--- src/rtl/fetch_stage_if.sv ---
// rtl/fetch_stage_if.sv - instruction-memory req/ack bus between fetch_stage and imem
// Purpose: carries one outstanding fetch at a time; the address is held stable until ack.
// Ports (signals):
//   imem_req   master->slave  fetch request
//   imem_addr  master->slave  word-aligned fetch address
//   imem_ack   slave->master  imem_rdata valid this cycle (may coincide with the first req cycle)
//   imem_rdata slave->master  instruction word
interface fetch_stage_if;
    logic        imem_req;
    logic [31:0] imem_addr;
    logic        imem_ack;
    logic [31:0] imem_rdata;

    modport master (
        output imem_req,
        output imem_addr,
        input  imem_ack,
        input  imem_rdata
    );

    modport slave (
        input  imem_req,
        input  imem_addr,
        output imem_ack,
        output imem_rdata
    );
endinterface

--- src/rtl/fetch_stage.sv ---
// rtl/fetch_stage.sv - MIPS IF stage: PC, imem req/ack port, hold buffer and IF/ID register
// Purpose: fetches sequentially from RESET_PC, obeys hazard-unit pc_ld / IF_ID_write / flush,
//          parks an ack that arrives during a stall in a one-entry hold buffer, and discards
//          the in-flight fetch when a redirect arrives before its ack.
// Optional: define FETCH_PERF_CNT_EN to add perf_fetched / perf_dropped / perf_stall_cycles.
// Ports:
//   clk, rst (sync, active low)
//   pc_ld, IF_ID_write, flush        hazard-unit controls
//   jump, branch_target, jump_target redirect target select and values
//   imem                             fetch_stage_if master (req/addr/ack/rdata)
//   IF_ID_instr, IF_ID_pc_plus4, IF_ID_valid   IF/ID pipeline register
//   fetch_busy                       no instruction deliverable this cycle
module fetch_stage #(
    parameter logic [31:0] RESET_PC  = 32'h0000_0000,
    parameter logic [31:0] NOP_INSTR = 32'h0000_0000
) (
    input  logic                 clk,
    input  logic                 rst,
    input  logic                 pc_ld,
    input  logic                 IF_ID_write,
    input  logic                 flush,
    input  logic                 jump,
    input  logic [31:0]          branch_target,
    input  logic [31:0]          jump_target,
    fetch_stage_if.master        imem,
    output logic [31:0]          IF_ID_instr,
    output logic [31:0]          IF_ID_pc_plus4,
    output logic                 IF_ID_valid,
`ifdef FETCH_PERF_CNT_EN
    output logic [31:0]          perf_fetched,
    output logic [31:0]          perf_dropped,
    output logic [31:0]          perf_stall_cycles,
`endif
    output logic                 fetch_busy
);

    typedef enum logic [1:0] {IDLE, REQ, HOLD, DROP} state_t;

    state_t      state_q, state_d;
    logic [31:0] req_addr_q, req_addr_d;
    logic [31:0] redirect_pc_q, redirect_pc_d;
    logic [31:0] buf_q, buf_d;
    logic [31:0] instr_q, instr_d;
    logic [31:0] pc4_q, pc4_d;
    logic        valid_q, valid_d;

    logic [31:0] tgt;
    logic        adv;
    logic        kill;
    logic        bubble;

    assign tgt = jump ? jump_target : branch_target;
    assign adv = IF_ID_write & pc_ld;

    // State register
    always_ff @(posedge clk) begin
        if (!rst) begin
            state_q       <= IDLE;
            req_addr_q    <= RESET_PC;
            redirect_pc_q <= RESET_PC;
            buf_q         <= 32'h0;
            instr_q       <= NOP_INSTR;
            pc4_q         <= 32'h0;
            valid_q       <= 1'b0;
        end else begin
            state_q       <= state_d;
            req_addr_q    <= req_addr_d;
            redirect_pc_q <= redirect_pc_d;
            buf_q         <= buf_d;
            instr_q       <= instr_d;
            pc4_q         <= pc4_d;
            valid_q       <= valid_d;
        end
    end

    // Next-state and datapath
    always_comb begin
        state_d       = state_q;
        req_addr_d    = req_addr_q;
        redirect_pc_d = redirect_pc_q;
        buf_d         = buf_q;
        instr_d       = instr_q;
        pc4_d         = pc4_q;
        valid_d       = valid_q;
        kill          = 1'b0;
        bubble        = 1'b0;

        case (state_q)
            IDLE: begin
                state_d = REQ;
                if (flush) begin
                    kill       = 1'b1;
                    req_addr_d = tgt;
                end else if (IF_ID_write) begin
                    bubble = 1'b1;
                end
            end
            REQ: begin
                if (flush) begin
                    kill = 1'b1;
                    if (imem.imem_ack) begin
                        req_addr_d = tgt;
                    end else begin
                        // Old request is still outstanding; remember where to go once it retires.
                        redirect_pc_d = tgt;
                        state_d       = DROP;
                    end
                end else if (imem.imem_ack) begin
                    if (adv) begin
                        instr_d    = imem.imem_rdata;
                        pc4_d      = req_addr_q + 32'd4;
                        valid_d    = 1'b1;
                        req_addr_d = req_addr_q + 32'd4;
                    end else begin
                        buf_d   = imem.imem_rdata;
                        state_d = HOLD;
                    end
                end else if (IF_ID_write) begin
                    bubble = 1'b1;
                end
            end
            HOLD: begin
                if (flush) begin
                    kill       = 1'b1;
                    req_addr_d = tgt;
                    state_d    = REQ;
                end else if (adv) begin
                    instr_d    = buf_q;
                    pc4_d      = req_addr_q + 32'd4;
                    valid_d    = 1'b1;
                    req_addr_d = req_addr_q + 32'd4;
                    state_d    = REQ;
                end
            end
            default: begin // DROP
                if (flush) begin
                    kill          = 1'b1;
                    redirect_pc_d = tgt;
                end else if (IF_ID_write) begin
                    bubble = 1'b1;
                end
                if (imem.imem_ack) begin
                    req_addr_d = flush ? tgt : redirect_pc_q;
                    state_d    = REQ;
                end
            end
        endcase

        if (kill || bubble) begin
            instr_d = NOP_INSTR;
            pc4_d   = 32'h0;
            valid_d = 1'b0;
        end
    end

    // Outputs
    always_comb begin
        imem.imem_req = (state_q == REQ) || (state_q == DROP);
        fetch_busy    = (state_q == IDLE) || (state_q == DROP) ||
                        ((state_q == REQ) && !imem.imem_ack);
    end

    assign imem.imem_addr = req_addr_q;
    assign IF_ID_instr    = instr_q;
    assign IF_ID_pc_plus4 = pc4_q;
    assign IF_ID_valid    = valid_q;

`ifdef FETCH_PERF_CNT_EN
    logic [31:0] fetched_q, fetched_d;
    logic [31:0] dropped_q, dropped_d;
    logic [31:0] stall_q, stall_d;
    logic        fetch_ev, drop_ev, stall_ev;

    assign fetch_ev = !flush && adv &&
                      (((state_q == REQ) && imem.imem_ack) || (state_q == HOLD));
    assign drop_ev  = ((state_q == REQ) && imem.imem_ack && flush) ||
                      ((state_q == DROP) && imem.imem_ack) ||
                      ((state_q == HOLD) && flush);
    assign stall_ev = !flush && !adv;

    always_comb begin
        fetched_d = fetched_q;
        dropped_d = dropped_q;
        stall_d   = stall_q;
        if (fetch_ev && (fetched_q != 32'hFFFF_FFFF)) fetched_d = fetched_q + 32'd1;
        if (drop_ev  && (dropped_q != 32'hFFFF_FFFF)) dropped_d = dropped_q + 32'd1;
        if (stall_ev && (stall_q   != 32'hFFFF_FFFF)) stall_d   = stall_q + 32'd1;
    end

    always_ff @(posedge clk) begin
        if (!rst) begin
            fetched_q <= 32'h0;
            dropped_q <= 32'h0;
            stall_q   <= 32'h0;
        end else begin
            fetched_q <= fetched_d;
            dropped_q <= dropped_d;
            stall_q   <= stall_d;
        end
    end

    assign perf_fetched      = fetched_q;
    assign perf_dropped      = dropped_q;
    assign perf_stall_cycles = stall_q;
`endif

endmodule

--- src/flat_wrapper.sv ---
// flat-port wrapper written by rule: the top's interface ports become plain ports
module fetch_stage_flat 
#(
    parameter logic [31:0] RESET_PC  = 32'h0000_0000,
    parameter logic [31:0] NOP_INSTR = 32'h0000_0000
)
  (clk, rst, pc_ld, IF_ID_write, flush, jump, branch_target, jump_target, IF_ID_instr, IF_ID_pc_plus4, IF_ID_valid, fetch_busy, imem_imem_req, imem_imem_addr, imem_imem_ack, imem_imem_rdata);
  fetch_stage_if imem_i ();
  input  logic clk;
  input  logic rst;
  input  logic pc_ld;
  input  logic IF_ID_write;
  input  logic flush;
  input  logic jump;
  input  logic [31:0] branch_target;
  input  logic [31:0] jump_target;
  output logic [31:0] IF_ID_instr;
  output logic [31:0] IF_ID_pc_plus4;
  output logic IF_ID_valid;
  output logic fetch_busy;
  output wire logic [$bits(imem_i.imem_req)-1:0] imem_imem_req;
  output wire logic [$bits(imem_i.imem_addr)-1:0] imem_imem_addr;
  input wire logic [$bits(imem_i.imem_ack)-1:0] imem_imem_ack;
  input wire logic [$bits(imem_i.imem_rdata)-1:0] imem_imem_rdata;
  assign imem_imem_req = imem_i.imem_req;
  assign imem_imem_addr = imem_i.imem_addr;
  assign imem_i.imem_ack = imem_imem_ack;
  assign imem_i.imem_rdata = imem_imem_rdata;
  fetch_stage #(.RESET_PC(RESET_PC), .NOP_INSTR(NOP_INSTR)) u_core (.clk(clk), .rst(rst), .pc_ld(pc_ld), .IF_ID_write(IF_ID_write), .flush(flush), .jump(jump), .branch_target(branch_target), .jump_target(jump_target), .imem(imem_i), .IF_ID_instr(IF_ID_instr), .IF_ID_pc_plus4(IF_ID_pc_plus4), .IF_ID_valid(IF_ID_valid), .fetch_busy(fetch_busy));
endmodule
--- config.mk ---
export PLATFORM = sky130hd
export DESIGN_NAME = fetch_stage_flat
export DESIGN_NICKNAME = d
export VERILOG_FILES = /design/src/rtl/fetch_stage_if.sv /design/src/rtl/fetch_stage.sv /design/src/flat_wrapper.sv
export SDC_FILE = /design/constraint.sdc
export NUM_CORES = 1
export LEC_CHECK = 0
export BUFFER_PORTS_ARGS = -buffer_cell sky130_fd_sc_hd__buf_2
export CAP_MARGIN = 20
export CORE_MARGIN = 4
export CORE_UTILIZATION = 41
export DETAILED_ROUTE_END_ITERATION = 10
export PLACE_DENSITY = 0.66
export SLEW_MARGIN = 20
export SYNTH_ARGS = -nofsm -noshare
export SYNTH_HDL_FRONTEND = slang
export SYNTH_SLANG_ARGS = --single-unit
--- constraint.sdc ---
create_clock -name clk -period 2 [get_ports clk]
set_input_delay 0.2 -clock clk [delete_from_list [all_inputs] [get_ports clk]]
set_output_delay 0.2 -clock clk [all_outputs]
set_load 0.01 [all_outputs]
# Yosys cells after proc, flatten, opt, wreduce, memory -nomap -nowiden
# Index checks and enable logic that the tools add are counted.
# W data, S select, Z words.
[totals] elab_cells=89 inputBits=103 output_inout_bits=99 mem_count=0 latchBits=0 rom_bits=0 ram_bits=0 regBits=163
[classes] n_lt_le_gt_ge=0 mul=0 n_reduce_logical=18 bitwise_logic=5 add_sub_neg=1 n_eq_ne=15 shifts=0 n_div=0 muxes=43
[ops] cell="$mux W32" count=20
[ops] cell="$pmux W32 S2" count=3
[ops] cell="$pmux W32 S3" count=1
[ops] cell="$add A32 B3 Y32 const B" count=1
[ops] cell="$mux W2" count=7
[ops] cell="$ne A2 B2 Y1 const B" count=6
[ops] cell="$mux W1" count=9
[ops] cell="$ne A3 B3 Y1 const B" count=3
[ops] cell="$reduce_and A4 Y1" count=2
[ops] cell="$pmux W2 S3" count=1
[ops] cell="$reduce_and A3 Y1" count=2
[ops] cell="$reduce_and A6 Y1" count=1
[ops] cell="$reduce_and A5 Y1" count=1
[ops] cell="$eq A2 B2 Y1 const B" count=2
[ops] cell="$logic_or A1 B1 Y1" count=4
[ops] cell="$ne A2 B1 Y1 const B" count=2
[ops] cell="$not A1 Y1" count=4
[ops] cell="$pmux W1 S2" count=2
[ops] cell="$reduce_bool A4 Y1" count=1
[ops] cell="$reduce_or A2 Y1" count=2
[ops] cell="$ne A3 B2 Y1 const B" count=1
[ops] cell="$reduce_bool A3 Y1" count=1
[ops] cell="$eq A2 B1 Y1 const B" count=1
[ops] cell="$logic_not A2 Y1" count=1
[ops] cell="other kinds (4)" count=4

# Longest topological paths before layout
# Gate-level depths: netlist of the first run.
[logic_depth] word_depth=6 ltp_mapped=9

# Worst setup path after synthesis of the first run
# No wires, ideal clock.
[synth_path] path_kind="register -> register" from="register u_core.state_q[0]" to="register u_core.req_addr_q[26], in the netlist u_core.imem.imem_addr[26]" arrival_time_ns=1.792 required_time_ns=1.872 path_slack_ns=0.080 setup_ns=0.128 path_stages_with_launch=9 n_path_buf=2 path_cell_list="dfxtp_1 > inv_1 > ha_1 > nand2b_1 > clkbuf_1 > o221ai_2 > buf_2 > a221oi_1 > a21oi_1"
[synth_via] elab_chain_cells=3
[synth_lines] item="start: declaration" line="fetch_stage.sv:39" source="state_t state_q, state_d;"
[synth_lines] item="start signal: assignment" line="fetch_stage.sv:66" source="state_q <= state_d;"
[synth_lines] item="$eq A2 B1 Y1, or another cell as far along" line="fetch_stage.sv:88" source="case (state_q)"
[synth_lines] item="$ne A2 B2 Y1 (no line) or $reduce_bool A3 Y1 (tied branches)"
[synth_lines] item="$reduce_and A3 Y1 (no line)"
[synth_lines] item="end signal: assignment" line="fetch_stage.sv:67" source="req_addr_q <= req_addr_d;"
[synth_lines] item="end: declaration" line="fetch_stage.sv:40" source="logic [31:0] req_addr_q, req_addr_d;"
# Several ways; a longest one is shown, not always the timed one.
# A chain may end at the register's enable or synchronous reset.

# Worst setup path after layout of the first run
[layout_path] from="register u_core.req_addr_q[17], in the netlist u_core.imem.imem_addr[17]" to="register u_core.req_addr_q[27], in the netlist u_core.imem.imem_addr[27]"
[layout_via] elab_chain_cells=5
[layout_lines] item="$add A32 B3 Y32 *" line="fetch_stage.sv:113, fetch_stage.sv:131"
[layout_lines] item="$mux W32 *" line="fetch_stage.sv:109, fetch_stage.sv:127"
[layout_lines] item="$mux W32" line="fetch_stage.sv:108" source="end else if (imem.imem_ack) begin"
[layout_lines] item="$mux W32" line="fetch_stage.sv:99" source="if (flush) begin"
[layout_lines] item="$pmux W32 S3 *" line="fetch_stage.sv:88"
# Every way passes the cells marked *; elsewhere a longest branch is shown, timed or not. The select of a mux whose other input is x is not followed.

==> results of run 1 <==
==> cell usage after synthesis (all sizes together) (8+ instances only) <==
cell	n	area [um2]
nand2	89	334.1
o211ai	18	135.1
a21oi	85	425.4
nand4	17	133.9
nor3	33	186.4
inv	8	30.03
nor4	10	87.59
mux2i	71	710.7
buf	45	242.7
nor2	155	581.8
clkbuf	43	161.4
mux2	26	292.8
dfxtp	163	3263
o21ai	26	130.1
a221oi	11	96.34
xnor2	11	96.34
a211oi	64	490.5
nand3	26	135.1
==> cells by family (layout without fill, tap and decap cells) <==
| logic type | after synthesis | count (layout) | synth area share |
|---|---|---|---|
| AO/OA/AOI/OAI | 249 | 249 | 0.2022 |
| multiplexers | 97 | 97 | 0.1222 |
| adder cells (fa/ha/maj) | 5 | 5 | 0.007620 |
| AND/OR/NAND/NOR | 354 | 354 | 0.1984 |
| flip-flops | 163 | 163 | 0.3974 |
| buffers and inverters | 96 | 333 | 0.05288 |
| XOR/XNOR | 18 | 18 | 0.01920 |
==> registers in the layout (all words and copies together) (netlist names) <==
register / flops
u_core.imem.imem_addr: 32
u_core.IF_ID_instr: 32
u_core.redirect_pc_q: 32
u_core.state_q: 2
u_core.IF_ID_pc_plus4: 32
u_core.IF_ID_valid: 1
u_core.buf_q: 32
==> worst max-delay path, delay by kind of cell, from the launching register on <==
family	cells	cell delay, ps
buf+inv	1	140
simple gates	3	960
compound gates	2	300
flops	1	500
==> routing by layer <==
layer / up-vias / GRT usage / routed length, um
met5: - / 0 / 0
met3: 59 / 0.04543 / 1780
met1: 3864 / 0.2935 / 11130
met2: 309 / 0.3889 / 13050
met4: 0 / 0.08146 / 714
li1: 4007 / - / -
==> repair_timing <==
| action | in CTS | in global routing |
|---|---|---|
| gates resized for setup | 4 | 23 |
| setup endpoints to repair | 10 | 86 |
| hold buffers | 1 | 0 |
| gates cloned | 1 | 3 |
| buffers inserted | 1 | 7 |
| pin swaps | 2 | 1 |
| hold endpoints to repair | 1 | 0 |
==> power groups by stage <==
| stage | combinational (mW) | sequential (mW) | clock (mW) |
|---|---|---|---|
| finish | 3.82 | 4.02 | 3.37 |
| global route | 4.17 | 4.06 | 3.56 |
| CTS | 3.64 | 3.99 | 3.42 |
| detailed placement | 3.58 | 4.07 | 0 |
| global placement | 3.53 | 4.06 | 0 |
| floorplan | 2.07 | 4.08 | 0 |
==> final timing paths <==
kind | start | end | cells after the start
hold reg to reg | u_core.buf_q[11]$_SDFFE_PN0P_ | u_core.buf_q[11]$_SDFFE_PN0P_ | 2
hold / removal | imem_imem_rdata[17] | u_core.buf_q[17]$_SDFFE_PN0P_ | 3
setup reg to reg | u_core.imem.imem_addr[17]$_SDFFE_PN0P_ | u_core.imem.imem_addr[27]$_SDFFE_PN0P_ | 6
setup / recovery | u_core.imem.imem_addr[17]$_SDFFE_PN0P_ | u_core.imem.imem_addr[27]$_SDFFE_PN0P_ | 6
==> final cells by class <==
cell class,instances,area [um2]
Inverter,8,32.53
Tap cell,265,331.6
Sequential cell,163,3264
Fill cell,1826,8762
Multi-Input combinational cell,723,4634
Clock buffer,17,425.4
Clock inverter,15,193.9
Timing Repair Buffer,293,1946
==> results_dict.tcl, run 1 <==
set metrics [dict create \
    cp_data_arrival_time_ps 2310 \
    ys_warn_count 0 \
    hold_slack_ps 4.213 \
    io_buffers 201 \
    via_count 8239 \
    slew_headroom 0.6399 \
    avgRoutedWirePerCell_um 17.97 \
    drc 0 \
    setup_ws_ps 68.27 \
    slew_violations 0 \
    ys.flop_type "dfxtp_1" \
    path_clk_slew_ps 80 \
    swShare 0.3694 \
    final_common_cell "buf_2" \
    fmax_mhz 517.7 \
    ios 202 \
    syn-cell-area_um2 8210 \
    finalCritPeriodShare 0.9659 \
    n_antenna_cell 0 \
    most-common-layout-cells "buf_2, dfxtp_1, nor2_1, nand2_1, a21oi_1" \
    htreeDepth 4 \
    path_class "register to register" \
    tightestPinTransition_ps 540.1 \
    critical_path.cell_chain "and4_1, buf_4, nand4_4, or4_1, a31oi_1, a31o_1" \
    tns_ps 0 \
    clkLatencyLatePin_ps 440 \
    crit_path_start_kind "register" \
    core_um2 19590 \
    skew_ps 15.40 \
    status "complete, no violations" \
    maxCapViolCount 0 \
    antenna_found_initial 0 \
    grt_max_degree 48 \
    syn_area_per_cell_um2 8.361 \
    syn2layout_area_growth_pct 31.88 \
    synth.ff_latch_count 163 \
    grt_overflow 0 \
    yosysUniqueCellTypes 62 \
    die_w_um 149.5 \
    pwr-share-clk 0.301 \
    power_frac_comb 0.341 \
    synth_edf_count 0 \
    design_area_um2 10830 \
    start_util 0.4191 \
    fin_util 0.5527 \
    die_h_um 149.5 \
    p_total_mw 11.21 \
    cts_tree "built" \
    first_pass_iters 5 \
    period_needed_ps 1932 \
    wl_mm 26.67 \
    placed_cells 1439 \
    slowest_delay_ps 510 \
    postSynth.asyncResetShare 0 \
    p_seq_frac 0.358 \
    gp_congestion 0.8865 \
    rsz0062_at_grt "yes" \
    pre_cts_ws_ps -106.3 \
    vias_per_cell 5.552 \
    critical_path_required_ps 2380 \
    ant_nets 0 \
    grtUsageTotal 0.2302 \
    num-nets-final 1314 \
    clockBufferDepth 2 \
    end_kind "register" \
    postPlaceCellArea_um2 9908 \
    cp_max_fo 7 \
    ff2ff_setup_slack_ps 70 \
    drt_iter0_markers 591 \
    hold_viol 0 \
    leakage_nw 4.281 \
    numCtsBuffers 17 \
    crit_path_top_delay_cell "or4_1" \
    hold_path.class "input port to register" \
    ys_seq_area_frac 0.3974 \
    clockRootBuffer "clkbuf_16" \
    place_hpwl_mm 18.98 \
    first_global_vias 7806 \
    synth_nets 1090 \
    placementRows 51 \
    synth_cells 982 \
    drive_above_1_share 0.3199 \
    setup_viol 0 \
    p_int_mw 7.068 \
    grt_pass1_wl_mm 41.05 \
    p_per_area_nw_per_um2 1035 \
    cts_sinks 163 \
    power_switching_mw 4.140 \
    stdcell_count 1484 \
    dieArea_um2 22350 \
    ir_drop_uv 836.1 \
]
Note: power is estimated with default switching activity, not from simulation.
==> run 2: changes to the inputs <==
--- a/config.mk
+++ b/config.mk
@@ -10,7 +10,7 @@
 export CORE_MARGIN = 4
 export CORE_UTILIZATION = 41
 export DETAILED_ROUTE_END_ITERATION = 10
-export PLACE_DENSITY = 0.66
+export PLACE_DENSITY = 0.72
 export SLEW_MARGIN = 20
 export SYNTH_ARGS = -nofsm -noshare
 export SYNTH_HDL_FRONTEND = slang
==> run 2 against run 1 <==
Compared with the run above:
- global-route usage down 0.35 points
- critical endpoint is now u_core.IF_ID_pc_plus4[31]$_SDFFE_PP0P_
- clock skew down 4.6 ps
- sequential power down 1%
- critical path type unchanged
- die area unchanged
==> results_dict.tcl, run 2 (synthesized netlist as in run 1, its figures left out) <==
set metrics [dict create \
    dieArea_um2 22350 \
    cp_data_arrival_time_ps 2270 \
    n_antenna_cell 0 \
    grt_pass1_wl_mm 40.39 \
    clockRootBuffer "clkbuf_16" \
    antenna_found_initial 0 \
    cpLargestDelayFamily "buffers and inverters" \
    fillCellCount 1812 \
    cts_tree "built" \
    fmax_mhz 518.4 \
    first_pass_iters 6 \
    ios 202 \
    tightestPinTransition_ps 561.0 \
    place_hpwl_mm 18.38 \
    crit_path_top_delay_cell "dfxtp_1" \
    numCtsBuffers 17 \
    critical_path_buf_inv_count 4 \
    p_seq_frac 0.358 \
    hold_viol 0 \
    grt_overflow 0 \
    cp_max_fo 29 \
    vias_per_cell 5.586 \
    gp_congestion 0.9586 \
    status "complete, no violations" \
    p_int_mw 6.923 \
    grt_max_degree 66 \
    swShare 0.3776 \
    path_clk_slew_ps 80 \
    hold_path.class "input port to register" \
    end_kind "register" \
    core_um2 19590 \
    placementRows 51 \
    via_count 8228 \
    setup_viol 0 \
    crit_path_start_kind "register" \
    critical_path.cell_chain "inv_1, ha_2, nand2_2, a211oi_4, buf_4, buf_12, buf_12, nor2_1, a211oi_1" \
    maxCapViolCount 0 \
    skew_ps 10.83 \
    slew_headroom 0.6260 \
    syn2layout_area_growth_pct 29.90 \
    leakage_nw 4.219 \
    cts_sinks 163 \
    clkLatencyLatePin_ps 440 \
    htreeDepth 4 \
    multi_input_area_um2 4632 \
    power_frac_comb 0.343 \
    path_class "register to register" \
    rsz0062_at_grt "yes" \
    fin_util 0.5444 \
    p_per_area_nw_per_um2 1043 \
    ant_nets 0 \
    final-seq-area_um2 3267 \
    critical_path_required_ps 2340 \
    period_needed_ps 1929 \
    finalCritPeriodShare 0.9645 \
    most-common-layout-cells "buf_2, dfxtp_1, nor2_1, nand2_1, a21oi_1" \
    drt_iter0_markers 586 \
    clockBufferDepth 2 \
    ir_drop_uv 626.3 \
    avgRoutedWirePerCell_um 17.70 \
    slowest_delay_ps 310 \
    slew_violations 0 \
    num-nets-final 1303 \
    power_switching_mw 4.200 \
    drive_above_1_share 0.3104 \
    grtUsageTotal 0.2268 \
    p_total_mw 11.12 \
    die_w_um 149.5 \
    first_global_vias 7762 \
    final_common_cell "buf_2" \
    pwr-share-clk 0.299 \
    die_h_um 149.5 \
    start_util 0.4191 \
    io_buffers 201 \
    crit_top_cell "buf_12" \
    wl_mm 26.07 \
    drc 0 \
]
-- run 2: cell count changes in the layout (fill, tap and decap cells not counted), moves of 4 or more --
| cell | delta |
|---|---|
| a211oi_1 | +4 |
| a211oi_2 | -4 |
| buf_4 | -16 |
| dlygate4sd3_1 | +7 |
| inv_8 | +4 |
-- run 2: tightest hold or removal path, delay by kind of cell --
family	cells	cell delay, ps
buf+inv	1	110
compound gates	1	50
simple gates	1	50
-- run 2: worst paths after layout --
| check | start | cells after the start | to | slack, ps |
|---|---|---|---|---|
| max | u_core.state_q[1]$_SDFFE_PN0P_ | 9 | u_core.IF_ID_pc_plus4[31]$_SDFFE_PP0P_ | 70 |
| min | imem_imem_rdata[21] | 3 | u_core.buf_q[21]$_SDFFE_PN0P_ | 2 |
| max reg2reg | u_core.state_q[1]$_SDFFE_PN0P_ | 9 | u_core.IF_ID_pc_plus4[31]$_SDFFE_PP0P_ | 70 |
| min reg2reg | u_core.buf_q[27]$_SDFFE_PN0P_ | 2 | u_core.buf_q[27]$_SDFFE_PN0P_ | 450 |
-- run 2: what timing repair did --
action,4_1_cts,5_1_grt
setup endpoints to repair,1,75
setup buffers,0,2
pin swaps,0,4
hold buffers,8,0
gates cloned,0,2
gates resized for setup,2,23
hold endpoints to repair,8,0
-- run 2: cell type report --
type | instances | share of cell area
repair buffers | 282 | 0.1691
flip-flops and latches | 163 | 0.3063
multi-input cells | 723 | 0.4343
clock buffers | 17 | 0.03989
clock inverters | 15 | 0.01654
well taps | 265 | 0.03109
inverters | 8 | 0.002816
-- run 2: metrics by stage --
step	setup slack, ps	TNS (ps)	cells	hold WS (ps)	area (um2)
after floorplan	79.97	0	982	336.0	8210
after global placement	68.81	0	1429	441.2	9833
after detailed placement	30.55	0	1429	446.3	9833
after CTS	10.79	0	1469	1.042	10530
after global routing	-21.47	-49.24	1473	8.862	10670
final	71.06	0	1473	1.777	10670
-- run 2: power by group through the flow --
stage	combinational (mW)	sequential (mW)	clock [mW]
6_report	3.82	3.98	3.32
3_3_place_gp	3.50	4.02	0
2_1_floorplan	2.07	4.08	0
4_1_cts	3.59	3.96	3.34
5_1_grt	4.14	4.02	3.49
3_5_place_dp	3.54	4.03	0
-- run 2: layer usage --
metal  up-vias  share of wire  GRT usage
met5         -              0          0
met4         0          0.033    0.08101
met3        62          0.082    0.04936
met2       352           0.48     0.3851
met1      3827           0.40     0.2842
li1       3987              -          -
==> run 3: changes to the inputs <==
--- a/config.mk
+++ b/config.mk
@@ -7,10 +7,11 @@
 export LEC_CHECK = 0
 export BUFFER_PORTS_ARGS = -buffer_cell sky130_fd_sc_hd__buf_2
 export CAP_MARGIN = 20
+export CORE_ASPECT_RATIO = 0.7
 export CORE_MARGIN = 4
-export CORE_UTILIZATION = 41
+export CORE_UTILIZATION = 40
 export DETAILED_ROUTE_END_ITERATION = 10
-export PLACE_DENSITY = 0.72
+export PLACE_DENSITY = 0.63
 export SLEW_MARGIN = 20
 export SYNTH_ARGS = -nofsm -noshare
 export SYNTH_HDL_FRONTEND = slang
==> run 3 against run 2 <==
Compared with the run above:
- sequential power is essentially flat
- sequential share of layout area decreased by 0.11 points
- clock skew is 6.4 ps higher
- hold slack better by 13 ps
- cell area up 0.31%
- die area rose by 2.5%
- power down 0.27%
- routed wire length up 2.1%
- critical path depth stayed put
- clock-buffer cell count is the same
- final cell count increased by 0.75%
- largest cell class unchanged
==> results_dict.tcl, run 3 (synthesized netlist as in run 1, its figures left out) <==
set metrics [dict create \
    status "complete, no violations" \
    drive_above_1_share 0.3155 \
    cp_data_arrival_time_ps 2260 \
    dieArea_um2 22920 \
    first_global_vias 7664 \
    wl_mm 26.63 \
    grt_max_degree 66 \
    via_count 8247 \
    cts_sinks 163 \
    holdPathEnd "u_core.buf_q[15]$_SDFFE_PN0P_" \
    avgRoutedWirePerCell_um 17.94 \
    numCtsBuffers 17 \
    end_kind "register" \
    critical_path.cell_chain "inv_2, ha_4, nand2b_4, o221ai_4, buf_4, a2111oi_4, buf_4, a31oi_1, o21ai_1" \
    htreeDepth 4 \
    ff2ff_setup_slack_ps 50 \
    first_pass_iters 6 \
    setup_ws_ps 47.24 \
    vias_per_cell 5.557 \
    die_h_um 127.9 \
    cpLargestDelayFamily "compound AO/OA/AOI/OAI gates" \
    clkLatencyLatePin_ps 430 \
    die_w_um 179.2 \
    worstHoldStart "imem_imem_rdata[15]" \
    ios 202 \
    finalCritPeriodShare 0.9764 \
    setup_viol 0 \
    period_needed_ps 1953 \
    antenna_found_initial 0 \
    gp_congestion 0.9554 \
    slew_violations 0 \
    io_buffers 201 \
    holdPathStages 3 \
    drc 0 \
    p_per_area_nw_per_um2 1037 \
    leakage_nw 4.240 \
    critical_path_required_ps 2310 \
    grt_overflow 0 \
    hold_slack_ps 14.53 \
    crit_path_start_kind "register" \
    clockBufferDepth 2 \
    core_um2 19960 \
    crit_path_top_delay_cell "dfxtp_1" \
    cts_tree "built" \
    fillCellCount 1909 \
    cp_max_fo 7 \
    grt_pass1_wl_mm 40.45 \
    maxCapViolCount 0 \
    syn2layout_area_growth_pct 30.30 \
    most-common-layout-cells "buf_2, dfxtp_1, nor2_1, nand2_1, a21oi_1" \
    clockRootBuffer "clkbuf_16" \
    tns_ps 0 \
    slew_headroom 0.5559 \
    start_util 0.4113 \
    place_hpwl_mm 19.27 \
    grtUsageTotal 0.2202 \
    crit_top_cell "buf_4" \
    r2r_end "u_core.imem.imem_addr[25]$_SDFFE_PN0P_" \
    final_common_cell "buf_2" \
    drt_iter0_markers 714 \
    hold_path.class "input port to register" \
    slowest_delay_ps 390 \
    ant_nets 0 \
    skew_ps 17.26 \
    path_clk_slew_ps 80 \
    placementRows 43 \
    r2r-start "u_core.state_q[0]$_SDFFE_PN0P_" \
    hold_viol 0 \
    num-nets-final 1309 \
    ir_drop_uv 652.1 \
    critical_path_buf_inv_count 3 \
    n_antenna_cell 0 \
    fmax_mhz 512.1 \
    path_class "register to register" \
    r2r_cells 9 \
    pre_cts_ws_ps -264.2 \
    tightestPinTransition_ps 666.1 \
]
[run 3: cell count changes in the layout (fill, tap and decap cells not counted), moves of 2 or more]
cell,change
buf_4,+10
buf_6,+2
clkinv_4,-2
clkinv_8,-3
clkinvlp_4,+3
dlygate4sd3_1,-5
inv_6,+4
[run 3: report_power, final]
part           leakage (nW)  internal, mW  switching, mW
clock network         0.279          1.67           1.55
logic                  2.64          1.64           2.27
registers              1.33          3.62          0.340
[run 3: repair_timing]
action,4_1_cts,5_1_grt
gates cloned,0,2
pin swaps,1,3
hold endpoints to repair,3,0
setup buffers,2,5
hold buffers,3,0
endpoints found under the setup margin,10,73
gates resized for setup,8,22
[run 3: routing by layer]
layer / global-route usage / part of all wire
met1: 0.3098 / 0.45
met2: 0.3484 / 0.45
met3: 0.04894 / 0.081
met4: 0.04700 / 0.012
met5: 0 / 0
[run 3: worst min-delay path, stage by stage]
cell and delay [ps]:
buf_2 110, nand2_1 50, a21oi_1 50
[run 3: worst max path at each step]
stage,start,endpoint,slack (ps),cells after the start
global placement,u_core.state_q[0]$_SDFFE_PN0P_,u_core.imem.imem_addr[25]$_SDFFE_PN0P_,-130,8
finish,u_core.state_q[0]$_SDFFE_PN0P_,u_core.imem.imem_addr[25]$_SDFFE_PN0P_,50,9
floorplan,u_core.state_q[0]$_SDFFE_PN0P_,u_core.imem.imem_addr[26]$_SDFFE_PN0P_,80,8
CTS,u_core.state_q[0]$_SDFFE_PN0P_,u_core.imem.imem_addr[18]$_SDFFE_PN0P_,8,6
detailed placement,u_core.state_q[0]$_SDFFE_PN0P_,u_core.imem.imem_addr[25]$_SDFFE_PN0P_,-260,8
global route,u_core.state_q[1]$_SDFFE_PN0P_,u_core.imem.imem_addr[25]$_SDFFE_PN0P_,-10,9
[run 3: cell type report]
class,instances,area (um2),share of cell area
well taps,270,337.8,0.03158
clock inverters,15,148.9,0.01392
flip-flops and latches,163,3266,0.3053
repair buffers,288,1833,0.1713
inverters,8,33.78,0.003158
clock buffers,17,425.4,0.03977
multi-input cells,723,4653,0.4350
[run 3: metrics by stage]
| step | total power, mW | std cells | area, um2 | util |
|---|---|---|---|---|
| after CTS | 10.90 | 1477 | 10530 | 0.5277 |
| after floorplan | 6.149 | 982 | 8210 | - |
| after global routing | 11.65 | 1484 | 10700 | 0.5359 |
| final | 11.09 | 1484 | 10700 | 0.5359 |
| after global placement | 7.537 | 1440 | 9872 | 0.4946 |
| after detailed placement | 7.599 | 1440 | 9872 | 0.4946 |
